==> src/rtl/muldiv_arbiter.sv <==
// ---------------------------------------------------------------------------
// muldiv_arbiter
//
// Purpose:
//   Shares a single iterative multiply/divide unit between NUM_REQ requesters.
//   Requesters are picked round-robin. The chosen command's op and operands are
//   latched, and the unit's valid/ready (command) and valid/yumi (result)
//   handshakes are sequenced. The result is then held on the granted
//   requester's response channel until that requester consumes it. Only one
//   operation is in flight at a time.
//
// Parameters:
//   NUM_REQ  number of requesters (>= 2)
//   WIDTH    operand / result width
//
// Ports:
//   clk_i, rst_i      clock (rising edge) and asynchronous active-high reset
//   req_valid_i       per-requester command valid
//   req_ready_o       per-requester command accept (one-hot or zero, IDLE only)
//   req_op_i          per-requester op: 0 MUL, 1 DIV, 2 REM, 3 treated as MUL
//   req_a_i, req_b_i  per-requester signed operands, packed WIDTH*NUM_REQ
//   resp_valid_o      per-requester result valid (one-hot or zero)
//   resp_data_o       shared result bus, meaningful only with resp_valid_o
//   resp_yumi_i       per-requester result consume (only the granted bit counts)
//   unit_v_o / unit_ready_i           command handshake to the unit
//   unit_op_o, unit_a_o, unit_b_o     latched command to the unit
//   unit_v_i / unit_yumi_o            result handshake from the unit
//   unit_result_i                     unit result
//
// Configuration:
//   MULDIV_ARB_DIVZERO_EN  when defined, a DIV/REM with B == 0 bypasses the unit.
//                          DIV returns all-ones and REM returns A, one cycle
//                          after accept. When undefined, such ops go to the unit
//                          like any other op.
// ---------------------------------------------------------------------------
module muldiv_arbiter #(
    parameter int NUM_REQ = 2,
    parameter int WIDTH   = 32
) (
    input  logic                     clk_i,
    input  logic                     rst_i,
    input  logic [NUM_REQ-1:0]       req_valid_i,
    output logic [NUM_REQ-1:0]       req_ready_o,
    input  logic [2*NUM_REQ-1:0]     req_op_i,
    input  logic [WIDTH*NUM_REQ-1:0] req_a_i,
    input  logic [WIDTH*NUM_REQ-1:0] req_b_i,
    output logic [NUM_REQ-1:0]       resp_valid_o,
    output logic [WIDTH-1:0]         resp_data_o,
    input  logic [NUM_REQ-1:0]       resp_yumi_i,
    output logic                     unit_v_o,
    input  logic                     unit_ready_i,
    output logic [1:0]               unit_op_o,
    output logic [WIDTH-1:0]         unit_a_o,
    output logic [WIDTH-1:0]         unit_b_o,
    input  logic                     unit_v_i,
    input  logic [WIDTH-1:0]         unit_result_i,
    output logic                     unit_yumi_o
);

    localparam int PTR_W = $clog2(NUM_REQ);

    localparam logic [1:0] OP_MUL = 2'd0;
    localparam logic [1:0] OP_DIV = 2'd1;
    localparam logic [1:0] OP_REM = 2'd2;

    typedef enum logic [1:0] {
        S_IDLE  = 2'd0,
        S_ISSUE = 2'd1,
        S_BUSY  = 2'd2,
        S_RESP  = 2'd3
    } state_e;

    state_e             state_q, state_d;
    logic [PTR_W-1:0]   rr_ptr_q, rr_ptr_d;
    logic [PTR_W-1:0]   grant_q, grant_d;
    logic [1:0]         op_q, op_d;
    logic [WIDTH-1:0]   a_q, a_d;
    logic [WIDTH-1:0]   b_q, b_d;
    logic [WIDTH-1:0]   result_q, result_d;
    logic               unit_v_q, unit_v_d;
    logic [NUM_REQ-1:0] resp_valid_q, resp_valid_d;

    // Round-robin pick: first valid requester at or after rr_ptr, wrapping.
    logic               sel_found;
    logic [PTR_W-1:0]   sel_idx;
    logic [PTR_W:0]     cand;
    logic [1:0]         sel_op_raw;
    logic [1:0]         sel_op;
    logic [WIDTH-1:0]   sel_a;
    logic [WIDTH-1:0]   sel_b;

    always_comb begin
        // NOTE: every variable written here is defaulted first, so no path leaves it unassigned and infers a latch.
        sel_found = 1'b0;
        sel_idx   = '0;
        cand      = '0;
        for (int i = 0; i < NUM_REQ; i++) begin
            cand = {1'b0, rr_ptr_q} + (PTR_W+1)'(i);
            if (cand >= (PTR_W+1)'(NUM_REQ)) begin
                cand = cand - (PTR_W+1)'(NUM_REQ);
            end
            if (!sel_found && req_valid_i[cand[PTR_W-1:0]]) begin
                sel_found = 1'b1;
                sel_idx   = cand[PTR_W-1:0];
            end
        end
    end

    assign sel_op_raw = req_op_i[int'(sel_idx)*2 +: 2];
    // The reserved op code is folded into MUL here, so the unit never sees it.
    assign sel_op     = (sel_op_raw == 2'd3) ? OP_MUL : sel_op_raw;
    assign sel_a      = req_a_i[int'(sel_idx)*WIDTH +: WIDTH];
    assign sel_b      = req_b_i[int'(sel_idx)*WIDTH +: WIDTH];

    always_comb begin
        state_d      = state_q;
        rr_ptr_d     = rr_ptr_q;
        grant_d      = grant_q;
        op_d         = op_q;
        a_d          = a_q;
        b_d          = b_q;
        result_d     = result_q;
        unit_v_d     = unit_v_q;
        resp_valid_d = resp_valid_q;
        req_ready_o  = '0;
        unit_yumi_o  = 1'b0;

        case (state_q)
            S_IDLE: begin
                // Ready is gated by rst_i so outputs stay zero while reset is held.
                if (sel_found && !rst_i) begin
                    req_ready_o[sel_idx] = 1'b1;
                    grant_d  = sel_idx;
                    op_d     = sel_op;
                    a_d      = sel_a;
                    b_d      = sel_b;
                    state_d  = S_ISSUE;
                    unit_v_d = 1'b1;
`ifdef MULDIV_ARB_DIVZERO_EN
                    if ((sel_op == OP_DIV || sel_op == OP_REM) && sel_b == '0) begin
                        state_d      = S_RESP;
                        unit_v_d     = 1'b0;
                        result_d     = (sel_op == OP_DIV) ? '1 : sel_a;
                        resp_valid_d = NUM_REQ'(1) << sel_idx;
                    end
`endif
                end
            end
            S_ISSUE: begin
                if (unit_ready_i) begin
                    unit_v_d = 1'b0;
                    state_d  = S_BUSY;
                end
            end
            S_BUSY: begin
                if (unit_v_i) begin
                    unit_yumi_o  = 1'b1;
                    result_d     = unit_result_i;
                    resp_valid_d = NUM_REQ'(1) << grant_q;
                    state_d      = S_RESP;
                end
            end
            S_RESP: begin
                if (resp_yumi_i[grant_q]) begin
                    resp_valid_d = '0;
                    rr_ptr_d     = (grant_q == PTR_W'(NUM_REQ - 1)) ? '0 : grant_q + PTR_W'(1);
                    state_d      = S_IDLE;
                end
            end
            default: state_d = S_IDLE;
        endcase
    end

    always_ff @(posedge clk_i or posedge rst_i) begin
        if (rst_i) begin
            // NOTE: the datapath registers are reset as well, because they drive outputs that must read zero in reset.
            state_q      <= S_IDLE;
            rr_ptr_q     <= '0;
            grant_q      <= '0;
            op_q         <= '0;
            a_q          <= '0;
            b_q          <= '0;
            result_q     <= '0;
            unit_v_q     <= 1'b0;
            resp_valid_q <= '0;
        end else begin
            // NOTE: non-blocking assignments so every flop samples pre-edge values regardless of statement order.
            state_q      <= state_d;
            rr_ptr_q     <= rr_ptr_d;
            grant_q      <= grant_d;
            op_q         <= op_d;
            a_q          <= a_d;
            b_q          <= b_d;
            result_q     <= result_d;
            unit_v_q     <= unit_v_d;
            resp_valid_q <= resp_valid_d;
        end
    end

    assign unit_v_o     = unit_v_q;
    assign unit_op_o    = op_q;
    assign unit_a_o     = a_q;
    assign unit_b_o     = b_q;
    assign resp_valid_o = resp_valid_q;
    assign resp_data_o  = result_q;

endmodule

==> config.mk <==
export PLATFORM = sky130hd
export DESIGN_NAME = muldiv_arbiter
export DESIGN_NICKNAME = d
export VERILOG_FILES = /design/src/rtl/muldiv_arbiter.sv
export SDC_FILE = /design/constraint.sdc
export NUM_CORES = 1
export LEC_CHECK = 0
export ABC_AREA = 1
export CORE_ASPECT_RATIO = 0.7
export CORE_UTILIZATION = 33
export CTS_CLUSTER_DIAMETER = 50
export DETAILED_ROUTE_END_ITERATION = 6
export PLACE_DENSITY_LB_ADDON = 0.05
export SETUP_SLACK_MARGIN = 0.1
export SLEW_MARGIN = 40
export SYNTH_ARGS = -nofsm -noshare
export SYNTH_HDL_FRONTEND = slang
export SYNTH_SLANG_ARGS = --single-unit
==> constraint.sdc <==
create_clock -name clk_i -period 5.7 [get_ports clk_i]
set_input_delay 1.14 -clock clk_i [delete_from_list [all_inputs] [get_ports clk_i]]
set_output_delay 1.14 -clock clk_i [all_outputs]
set_load 0.03 [all_outputs]
Word level (Yosys, flattened, before mapping)
Index checks and enable logic that the tools add are counted.
- register bits: 105
- bits of input ports: 172
- output and inout bits: 104
- logic and storage cells: 76
- reductions and logical operators: 14
- equal/unequal tests: 8
- multiplexer cells: 30
- shifts and indexed selects: 4
- add/subtract/negate cells: 4
- order comparisons: 7
- operator list (cell ; count):
    $shiftx 64x7->32 ; 2
    $mux 1 ; 18
    $mux 2 ; 8
    $lt 1x2->1 const B ; 4
    $ne 2x2->1 const B ; 4
    $pmux 2 s4 ; 1
    $eq 2x2->1 const B ; 3
    $reduce_and 2->1 ; 3
    $reduce_and 3->1 ; 2
    $pmux 2 s2 ; 1
    $reduce_and 4->1 ; 1
    $reduce_bool 2->1 ; 2
    $shiftx 4x3->2 ; 1
    $logic_and 1x1->1 ; 3
    $add 1x1->2 const B ; 1
    $eq 2x1->1 const B ; 1
    $ge 1x2->1 const B ; 1
    $ge 2x2->1 const B ; 1
    $logic_not 1->1 ; 2
    $logic_not 2->1 ; 1
    $pmux 1 s2 ; 1
    $shl 1x1->2 const A ; 1
    $sub 1x1->1 const B ; 2
    $add 1x1->1 const B ; 1
    2 further kinds ; 2

Depth between registers and ports, before layout
Gate-level depths: netlist (run 1).
- depth after elaboration: 14
- gate-level depth with buffers: 10

Worst setup path after synthesis (run 1)
Ideal clock, no wire load.
- path kind: input port to output port
- start point: input rst_i
- end point: output req_ready_o[0]
- slack: 0.062 ns
- path buffers: 1
- required time: 4.560 ns
- arrival time: 4.498 ns
- stages on the path: 6
- path through: inv_1 -> o21ai_2 -> nor2_4 -> inv_2 -> clkbuf_1 -> nor2_1
- cells in the longest elaborated chain, start to end: 4
- RTL lines (item ; RTL line ; text):
    start, declared ; 41 ; input logic rst_i,
    $logic_not 1->1 (no source line) ; n/a ;
    $logic_and 1x1->1 ; 131 ; if (sel_found && !rst_i) begin
    $mux 2 ; 131 ;
    $mux 2 ; 128 ; case (state_q)
    end, declared ; 43 ; output logic [NUM_REQ-1:0] req_ready_o,
Every way passes these cells.

Worst setup path in the final report (run 1)
- start point: input req_valid_i[1]
- end point: output req_ready_o[1]
- cells in the longest elaborated chain, start to end: 12
- elaborated cells on any way between the ends: 18
- those cells by class: order compare: 2; mux: 12; reduce/logical: 4
- RTL lines (item ; RTL line ; text):
    start, declared ; 42 ; input logic [NUM_REQ-1:0] req_valid_i,
    $mux 1 (implied by the code) (2 in series) ; 102 ; if (!sel_found && req_valid_i[cand[PTR_W-1:0]]) begin
    $mux 1 ; 102 ;
    $logic_not 1->1 ; 102 ;
    $logic_and 1x1->1 ; 102 ;
    $mux 1 ; 102 ;
    $lt 1x2->1 (implied by the code) or $ge 1x1->1 (tied branches) ; 132 ; req_ready_o[sel_idx] = 1'b1;
    $logic_and 1x1->1 (implied by the code) ; 132 ;
    $mux 1 (implied by the code) ; 132 ;
    $demux 1 s1 ; 132 ;
    $mux 2 * ; 131 ;
    $mux 2 * ; 128 ;
Every way passes the cells marked *; elsewhere a longest branch is shown, timed or not. The select of a mux whose other input is x is not followed.

==> metrics.yaml, run 1 <==
synth_nets: 875
layout-drive-gt1-share: 0.0312
die_area_sq_mm: 0.0156
globalRouteOverflowTotal: 0
vias: 5057
syn_area_per_cell_sq_um: 7.14
via_per_inst: 4.37
place.port_buffers: 275
layout.cells.non_filler: 1157
final_antenna_net_count: 0
reg2reg_depth: 7
start_util: 0.339
gp_congestion: 0.774
cts_made_buffers: 9
netlist_instances: 698
drtIter0Drc: 211
worstSkewPairLatency_ns: 0.34
cts_root_buffer: "clkbuf_16"
worstMarginPinSlew_ns: 0.723
synth_flop_cell: "dfrtp_1"
path_class: "input port to output port"
finalSetupTns_ns: 0
sw_frac_of_total: 0.439
ys_types: 20
cts.clk_slew.worst_paths_ns: 0.07
post-route-util: 0.554
ctsResizeCount: 0
routedWlPerCell_microns: 13.3
wl_microns: 15400
pin_count: 276
dp_cells: 1141
grt_first_pass_wirelength_microns: 25200
power.leakage_nw: 4.18
multiInputGateArea_sq_mm: 0.00212
synth.most_common_cell: "nand2_1"
synth_common_cells: "nand2_1, dfrtp_1, inv_1"
synthesis.area_sq_mm: 0.00498
dr.pass1.iters: 4
switchingPower_mw: 1.78
ctsHoldBuffers: 0
setup_viol: 0
synth_area_leaders: "dfrtp_1, nand2_1, ha_1, buf_2, inv_1"
seqCellArea_sq_mm: 0.00263
synth_edf_count: 0
cp.required_ns: 4.56
timing.fmax_mhz: 244
internal-power_mw: 2.27
status: "finished, final reports clean"
grt_max_degree: 106
clock_skew_ns: 0.0111
pwr-share-seq: 0.311
p_per_area_mw_per_mm2: 496
dp_hpwl_microns: 11200
slew_headroom: 0.518
post_cts_buffers: 0
antenna_found_initial: 0
num_rows: 37
maxCapViolations: 0
hold_depth: 2
hold_violations: 0
antenna_cells: 0
dp_slack_ns: 1.59
setup_slack_ns: 1.61
layout.nets: 1134
yosysSeqAreaShare: 0.527
fillers: 1385
grt_setup_unrepaired: "no"
crit_path_end_kind: "output port"
synth_seq_cells: 105
path_max_fanout: 69
arrival_ns: 2.95
synth_top_area_frac: 0.527
core_sq_mm: 0.0147
yosysWarnings: 0
die_h_microns: 105
area_delta_synth_final_pct: 63.7
grt_pass1_vias: 5057
async_flop_share: 1.00
yosysTopAreaCell: "dfrtp_1"
power_frac_clock: 0.145
fin_crit_ns: 4.09
grt_usage: 0.202
die_x_microns: 149
timing.final.crit_share: 0.718
cts.sinks: 105
hold_path_class: "flip-flop to flip-flop"
power_frac_comb: 0.544
drc: 0
vdd_drop_max_v: 0.000245
cts_tree: "built"
slew_viol_final: 0
cp-start-kind: "input port"
cts_buffer_depth: 2
h-tree-depth: 3
-- cell type report --
class	count	share of cell area
repair buffers	282	0.345
flip-flops and latches	105	0.322
clock inverters	5	0.00460
multi-input cells	541	0.260
clock buffers	11	0.0298
well taps	195	0.0299
inverters	18	0.00874
-- through the flow --
stage | hold WS, ns | total power [mW] | cell area, sq um
finish | 0.478 | 4.05 | 8160
global route | 0.489 | 4.32 | 8160
CTS | 0.482 | 4.10 | 8160
detailed placement | 0.464 | 3.49 | 7880
global placement | 0.456 | 3.45 | 7880
floorplan | 0.490 | 2.52 | 4990
-- critical path: stages --
cell and delay (ns):
clkdlybuf4s50_1 0.61, o21ai_2 0.11, nor2_4 0.10, buf_4 0.58, nand2_1 0.15, inv_1 0.09, buf_4 0.15
-- worst paths after layout --
| kind | slack (ns) | to | from |
|---|---|---|---|
| setup / recovery | 1.61 | req_ready_o[1] | req_valid_i[1] |
| hold / removal | 0.48 | unit_a_o[27]$_DFFE_PP0P_ | unit_a_o[27]$_DFFE_PP0P_ |
| setup reg to reg | 3.84 | grant_q$_DFFE_PP0P_ | state_q[0]$_DFFE_PP0P_ |
| hold reg to reg | 0.48 | unit_a_o[27]$_DFFE_PP0P_ | unit_a_o[27]$_DFFE_PP0P_ |
| max in group asynchronous | 3.85 | resp_data_o[9]$_DFFE_PP0P_ | rst_i |
| min in group asynchronous | 1.42 | unit_v_o$_DFFE_PP0P_ | rst_i |
-- cell usage in the layout (no fill, tap or decap) --
master             n
nand3b_1           1
clkinv_2           1
clkbuf_16          9
inv_2              2
nand2_2            1
buf_12             1
inv_6              2
o21ai_2            1
clkbuf_1           1
ha_1               5
inv_1             15
clkdlybuf4s50_1  274
dfrtp_1          105
nand3_1            8
nand4_1            2
nand2_1          514
clkbuf_8           1
buf_4              7
nor2_4             1
nor2_1             1
a21oi_1            1
or2_2              1
clkinvlp_4         3
o21ai_0            4
o22ai_1            1
-- power by group through the flow --
stage / Clock [mW] / Sequential, mW / Combinational (mW)
6_report: 0.587 / 1.26 / 2.20
5_1_grt: 0.639 / 1.31 / 2.38
4_1_cts: 0.611 / 1.26 / 2.23
3_5_place_dp: 0 / 1.27 / 2.22
3_3_place_gp: 0 / 1.26 / 2.19
2_1_floorplan: 0 / 1.89 / 0.630
-- registers in the layout, summed over array words and instances (netlist names) --
signal        flops
unit_op_o         2
state_q           2
grant_q           1
unit_a_o         32
unit_b_o         32
rr_ptr_q          1
resp_valid_o      2
resp_data_o      32
unit_v_o          1
-- layer usage --
layer,up-vias,global-route usage,share of wire
li1,2601,-,-
met1,2288,0.252,0.44
met2,151,0.344,0.48
met3,17,0.0541,0.073
met4,0,0.0496,0.013
met5,-,0,0
-- cell families (layout without fill, tap and decap cells) --
kind of cell,after synthesis,count (layout),synth area share
DFF,105,105,0.527
buffers and inverters,52,316,0.0475
AOI/OAI and AO/OA,7,7,0.00803
and+or+nand+nor,529,529,0.405
adders and majority gates,5,5,0.0126
No activity file was read; power rests on OpenSTA's default activity.
==> run 2, diff against run 1 <==
clock period = 3.3 ns   (was 5.7 ns; I/O delays follow)
==> run 2 against run 1 <==
Global-route usage is 0.17 points higher. Cell count is 0.35% higher. Clock power up 91%. Clock-buffer cell count down 1. Combinational power up 73%. Via count increased by 0.18%. Register-to-register slack got worse by 2.4 ns. Hold slack gained 0.0014 ns. Flip-flop and latch count did not move. Sequential share of layout area decreased by 0.27 points. Core utilization up 0.47 points. Cell area is 0.84% higher. Critical path type unchanged. Critical endpoint is now req_ready_o[0]. Largest cell class unchanged. Highest routed layer unchanged.
==> metrics.yaml, run 2 (same netlist as run 1, synthesis figures left out) <==
path_max_fanout: 6  # -91%
slew_headroom: 0.521  # +0.00262
pin_count: 276  # unchanged
finalSetupTns_ns: 0  # unchanged
layout-drive-gt1-share: 0.0404  # +0.00923
cts_made_buffers: 9  # unchanged
antenna_found_initial: 0  # unchanged
power.leakage_nw: 4.22  # +0.96%
gp_congestion: 0.786  # +1.5%
num_rows: 37  # unchanged
clock_skew_ns: 0.00502  # -0.00608 ns
area_delta_synth_final_pct: 65.1
globalRouteOverflowTotal: 0  # unchanged
timing.final.crit_share: 0.760
maxCapViolations: 0  # unchanged
max_stage_delay_ns: 0.60  # about the same
status: "finished, final reports clean"
cts.clk_slew.worst_paths_ns: 0.07  # about the same
timing.fmax_mhz: 399
setup_slack_ns: 0.792  # -0.817 ns
layout.nets: 1137  # +0.26%
setup_viol: 0  # unchanged
final_cell_mix: "nand2_1, clkdlybuf4s50_1, dfrtp_1"
crit_path_end_kind: "output port"
die_h_microns: 105  # unchanged
dr.pass1.iters: 4  # unchanged
drtIter0Drc: 200  # -5.2%
final_antenna_net_count: 0  # unchanged
fin_hold_ws_ns: 0.479  # +0.00143 ns
final_common_cell: "nand2_1"
cp-start-kind: "input port"
worstSkewPairLatency_ns: 0.34  # about the same
grt_first_pass_wirelength_microns: 25000  # -0.66%
routedWlPerCell_microns: 13.3  # -0.38%
hold_violations: 0  # unchanged
drc: 0  # unchanged
cts_buffer_depth: 2  # unchanged
slew_viol_final: 0  # unchanged
dp_slack_ns: 0.741  # -0.848 ns
grt_setup_unrepaired: "no"
die_area_sq_mm: 0.0156  # unchanged
dp_hpwl_microns: 11100  # -0.95%
place.port_buffers: 275  # unchanged
via_per_inst: 4.36  # -0.17%
vias: 5066  # +0.18%
start_util: 0.339  # unchanged
cts_root_buffer: "clkbuf_16"
post_cts_buffers: 0  # unchanged
p_per_area_mw_per_mm2: 863  # +74%
vdd_drop_max_v: 0.000587  # +140%
worstMarginPinSlew_ns: 0.719  # -0.00393 ns
critPathSlowestCell: "clkdlybuf4s50_1"
h-tree-depth: 3  # unchanged
die_x_microns: 149  # unchanged
ctsResizeCount: 0  # unchanged
core_sq_mm: 0.0147  # unchanged
hold_path_class: "flip-flop to flip-flop"
grt_max_degree: 69  # -35%
cts.sinks: 105  # unchanged
fin_crit_ns: 2.51
path_class: "input port to output port"
fillers: 1352  # -2.4%
grt_pass1_vias: 4963  # -1.9%
arrival_ns: 1.85  # -1.10 ns
cts_tree: "built"
wl_microns: 15400  # about the same
grt_usage: 0.204  # +0.00169
critical_path.cell_chain: "clkdlybuf4s50_1 > o21ai_2 > nor2_4 > inv_2 > nor2_2 > buf_4"
ctsHoldBuffers: 0  # unchanged
cp.required_ns: 2.64  # -1.92 ns
==> run 2: power breakdown <==
part	total (mW)	internal [mW]	switching, mW
logic	3.80	1.53	2.27
registers	2.18	1.86	0.315
clock network	1.12	0.620	0.501
==> run 2: final timing paths <==
path                       cells past startpoint  slack, ns                     endpoint                     from
min in group asynchronous                      3       0.88         unit_v_o$_DFFE_PP0P_                    rst_i
max in group asynchronous                      4       1.45  resp_data_o[30]$_DFFE_PP0P_                    rst_i
setup / recovery                               6       0.79               req_ready_o[0]           req_valid_i[1]
hold reg to reg                                2       0.48      unit_a_o[7]$_DFFE_PP0P_  unit_a_o[7]$_DFFE_PP0P_
hold / removal                                 2       0.48      unit_a_o[7]$_DFFE_PP0P_  unit_a_o[7]$_DFFE_PP0P_
setup reg to reg                               8       1.43     unit_op_o[0]$_DFFE_PP0P_   state_q[0]$_DFFE_PP0P_
==> run 2: layout make-up <==
type                       count  area (sq um)  share of cell area
antenna                        1          2.50            0.000304
clock buffer                  10           239              0.0290
clock inverter                 6          73.8             0.00897
inverter                      18          73.8             0.00897
multi-input combinational    541          2130               0.259
sequential                   105          2630               0.319
tap                          195           244              0.0297
timing repair buffer         285          2840               0.345
==> run 2: critical path, delay by kind of cell <==
family / cells / cell delay (ns)
AO/OA/AOI/OAI: 1 / 0.11
buffers and inverters: 3 / 0.83
AND/OR/NAND/NOR: 2 / 0.25
==> run 2: stage by stage <==
stage               area (sq um)  instances   util  total power, mW
detailed placement          7910       1144  0.537             6.03
floorplan                   5010        698      -             4.37
finish                      8230       1161  0.559             7.10
CTS                         8220       1160  0.558             7.19
global placement            7910       1144  0.537             5.98
global route                8220       1160  0.559             7.58
==> run 2: layer usage <==
metal  GRT usage  routed length [microns]
met5           0                        0
met3      0.0611                     1210
met1       0.257                     6840
met4      0.0474                      157
met2       0.340                     7170
==> run 3, diff against run 2 <==
clock period = 2.4 ns   (was 3.3 ns; I/O delays follow)
==> run 3 against run 2 <==
Wire length grew 0.28%. Worst setup slack got worse by 0.53 ns. Sequential power increased by 37%.
==> metrics.yaml, run 3 (same netlist as run 1, synthesis figures left out) <==
reg2reg_depth: 8  # unchanged
rrSetupSlack_ns: 0.66  # -0.77 ns
ctsResizeCount: 0  # unchanged
path_max_fanout: 6  # unchanged
ctsHoldBuffers: 0  # unchanged
core_sq_mm: 0.0147  # unchanged
dp_hpwl_microns: 11300  # +1.6%
die_area_sq_mm: 0.0156  # unchanged
grt_setup_unrepaired: "no"
placed_area_sq_mm: 0.00793  # +0.25%
cts.sinks: 105  # unchanged
layout-drive-gt1-share: 0.0414  # +0.000993
arrival_ns: 1.65  # -0.20 ns
design_area_sq_mm: 0.00824  # +0.12%
post_cts_buffers: 0  # unchanged
r2r-end: "resp_valid_o[0]$_DFFE_PP0P_"
place.port_buffers: 275  # unchanged
layout.nets: 1138  # +0.088%
pin_count: 276  # unchanged
grt_first_pass_wirelength_microns: 25200  # +0.78%
routedWlPerCell_microns: 13.3  # +0.28%
p_per_area_mw_per_mm2: 1190  # +38%
timing.fmax_mhz: 469
total_power_mw: 9.79  # +38%
path_class: "input port to output port"
num_rows: 37  # unchanged
via_per_inst: 4.41  # +1.1%
start_util: 0.339  # unchanged
area_delta_synth_final_pct: 65.3
hold_end: "unit_a_o[7]$_DFFE_PP0P_"
hold_depth: 2  # unchanged
grt_usage: 0.203  # about the same
final_antenna_net_count: 0  # unchanged
globalRouteOverflowTotal: 0  # unchanged
slew_viol_final: 0  # unchanged
hold_violations: 0  # unchanged
cp-start-kind: "input port"
max_stage_delay_ns: 0.59  # about the same
gp_congestion: 0.806  # +2.6%
slew_headroom: 0.609  # +0.0883
grt_max_degree: 106  # +54%
antenna_found_initial: 0  # unchanged
cts_root_buffer: "clkbuf_16"
post-route-util: 0.559  # +0.000679
crit_path_end_kind: "output port"
cts_tree: "built"
cts.clk_slew.worst_paths_ns: 0.07  # about the same
hold_path_class: "flip-flop to flip-flop"
clock_skew_ns: 0.0110  # +0.00599 ns
fillers: 1341  # -0.81%
timing.final.crit_share: 0.889
setup_viol: 0  # unchanged
dr.pass1.iters: 5  # +1
antenna_cells: 0  # -1
vdd_drop_max_v: 0.000538  # -8.3%
h-tree-depth: 3  # unchanged
drc: 0  # unchanged
final_common_cell: "nand2_1"
die_x_microns: 149  # unchanged
critical_path.cell_chain: "clkdlybuf4s50_1 > o21ai_2 > nor2_4 > inv_2 > nor2_2 > buf_4"
fin_crit_ns: 2.13
worstMarginPinSlew_ns: 0.586  # -0.132 ns
cts_made_buffers: 9  # unchanged
die_h_microns: 105  # unchanged
hp-start: "unit_a_o[7]$_DFFE_PP0P_"
final_cell_mix: "nand2_1, clkdlybuf4s50_1, dfrtp_1"
critPathSlowestCell: "clkdlybuf4s50_1"
wl_microns: 15400  # +0.28%
cp.required_ns: 1.92  # -0.72 ns
cts_buffer_depth: 2  # unchanged
maxCapViolations: 0  # unchanged
grt_pass1_vias: 5016  # +1.1%
status: "finished, final reports clean"
worstSkewPairLatency_ns: 0.35  # about the same
r2r_start: "state_q[0]$_DFFE_PP0P_"
drtIter0Drc: 208  # +4.0%
power.leakage_nw: 4.23  # +0.20%
vias: 5123  # +1.1%
-- run 3: how the worst max path moves through the flow --
stage | from | cells past startpoint | to | slack (ns)
detailed placement | req_valid_i[1] | 6 | req_ready_o[0] | 0.26
global placement | req_valid_i[1] | 6 | req_ready_o[0] | 0.28
finish | req_valid_i[1] | 6 | req_ready_o[0] | 0.27
CTS | state_q[0]$_DFFE_PP0P_ | 7 | req_ready_o[0] | 0.25
global route | state_q[1]$_DFFE_PP0P_ | 7 | req_ready_o[0] | 0.12
floorplan | rst_i | 6 | req_ready_o[0] | -0.75
-- run 3: stage by stage --
step	hold WS (ns)	setup WS [ns]	cells	TNS, ns
after CTS	0.484	0.255	1161	0
after global placement	0.460	0.279	1145	0
final	0.478	0.267	1161	0
after detailed placement	0.464	0.257	1145	0
after global routing	0.503	0.122	1161	0
after floorplan	0.490	-0.752	698	-35.46
-- run 3: power breakdown --
group | leakage, nW | switching (mW) | internal, mW
sequential | 1.32 | 0.426 | 2.56
combinational | 2.76 | 3.16 | 2.11
clock | 0.149 | 0.701 | 0.828
total | 4.23 | 4.28 | 5.50
-- run 3: worst max-delay path: cells and delay by family --
family                 cells  cell delay (ns)
AND/OR/NAND/NOR            2             0.24
buffers and inverters      3             0.83
AO/OA/AOI/OAI              1             0.11
-- run 3: cell type report --
cell class	instances	area, sq um	share of cell area
clock buffer	9	225	0.0273
sequential	105	2630	0.319
timing repair buffer	286	2850	0.346
tap	195	244	0.0296
multi-input combinational	541	2130	0.259
inverter	18	73.8	0.00896
clock inverter	7	83.8	0.0102
-- run 3: metal layers --
metal | up-vias | share of wire | track usage
li1 | 2615 | - | -
met1 | 2322 | 0.45 | 0.263
met2 | 167 | 0.46 | 0.334
met3 | 19 | 0.081 | 0.0568
met4 | 0 | 0.016 | 0.0532
met5 | - | 0 | 0
==> patch, RTL diff (flow settings as in run 2) <==
`a_q` no longer has a reset.
--- a/src/rtl/muldiv_arbiter.sv
+++ b/src/rtl/muldiv_arbiter.sv
@@ -179,5 +179,4 @@
             grant_q      <= '0;
             op_q         <= '0;
-            a_q          <= '0;
             b_q          <= '0;
             result_q     <= '0;
@@ -190,5 +189,4 @@
             grant_q      <= grant_d;
             op_q         <= op_d;
-            a_q          <= a_d;
             b_q          <= b_d;
             result_q     <= result_d;
@@ -196,4 +194,8 @@
             resp_valid_q <= resp_valid_d;
         end
+    end
+
+    always_ff @(posedge clk_i) begin
+        a_q <= a_d;
     end
 
Check against the original RTL: differs if rst_i is asserted again (counterexample within 4 cycles, from zero or initial values and one cycle with rst_i high); with rst_i held inactive, the same outputs for 4 cycles.
==> patch against run 2 <==
- area after synthesis down 4.3%
- worst setup slack worse by 0.17 ns
- cell count down 9.0%
- largest power group unchanged
- count of clock-buffer cells in the layout up 1
- design area down 3.3%
- routed wire length up 0.90%
- sequential cell count unchanged
- power down 11%
==> patch: results (changes against run 2) <==
[global_route]
grt_pass1_vias=4387  ; was 4963
track_usage_pct=20.64  ; was 20.36%
grt_pass1_wl_mm=23.79  ; was 24.98 mm
grt_start_max_net_pins=74  ; was 69

[yosys]
synth_commonest_cells=nand2_1, dfrtp_1, edfxtp_1  ; was nand2_1, dfrtp_1, inv_1
syn_nets=772  ; was 875
syn_inst=595  ; was 698
async_flop_share_pct=69.52  ; was 100.0%
yosysSeqAreaShare_pct=58.48  ; was 52.72%

[power]
ir_drop_uv=394.0  ; was 586.9 uV
p_leak_nw=3.815  ; was 4.221 nW
p_switching_mw=2.621  ; was 3.090 mW

[status]
status=finished clean  ; unchanged

[final_layout]
final_area_sq_mm=0.007954  ; was 0.008227 sq mm
diodes=0  ; was 1
n_fill_cell=1275  ; was 1352

[placed_design]
placedCellCount=1040  ; was 1144
dp_slack_ns=0.6102  ; was 0.7412 ns
placed_area_sq_mm=0.007656  ; was 0.007908 sq mm
place_congestion=0.8808  ; was 0.7855

[routing]
vias_per_cell=4.455  ; was 4.363
num_vias=4704  ; was 5066
drt_iter0_drc=202  ; was 200
wl_per_cell_um=14.70  ; was 13.25 um

[timing]
skew_ns=0.009594  ; was 0.005018 ns
period_needed_ns=2.682  ; was 2.508 ns
worst_pin_slew_ns=0.8022  ; was 0.7187 ns

[critical_path]
cp.arrival_ns=2.02  ; was 1.85 ns

==> patch: kinds of logic after synthesis <==
logic type,share of synthesized area (%)
buf+inv,4.751
fa+ha+maj,1.312
compound gates,0.7611
simple gates,34.70
flops,58.48
==> patch: power groups by stage <==
stage	sequential [mW]	clock [mW]	combinational (mW)
finish	2.09	1.09	3.13
global route	2.15	1.17	3.37
CTS	2.09	1.12	3.18
detailed placement	2.11	0	3.16
global placement	2.10	0	3.12
floorplan	2.97	0	0.907
==> patch: critical path, cell delays in order <==
cell and delay, ns:
clkdlybuf4s50_1 0.59, o21ai_2 0.11, nor2_4 0.12, inv_2 0.04
nor2_1 0.25, buf_4 0.24
==> patch: cell type report <==
type                       count  share of cell area (%)
inverter                      17                  0.8495
clock inverter                 5                  0.8180
tap                          190                   2.989
timing repair buffer         282                   35.22
multi-input combinational    446                   22.15
sequential                   105                   35.05
clock buffer                  11                   2.926
==> patch: layer usage <==
metal	part of all wire, %	routed length, um	global-route usage [%]	vias up
li1	-	-	-	2340
met1	44	6817	26.43	2176
met2	47	7310	34.50	173
met3	7.3	1132	5.752	15
met4	1.7	264	6.316	0
met5	0	0	0	-
==> patch: path summary, 6_finish.rpt <==
path | to | slack (ns) | cells past startpoint
hold / removal | unit_b_o[0] | 0.48 | 2
hold reg to reg | unit_b_o[0] | 0.48 | 2
setup / recovery | req_ready_o[0] | 0.62 | 6
max in group asynchronous | resp_data_o[2] | 1.93 | 3
min in group asynchronous | unit_b_o[1] | 0.92 | 3
setup reg to reg | unit_a_o[7] | 1.28 | 5
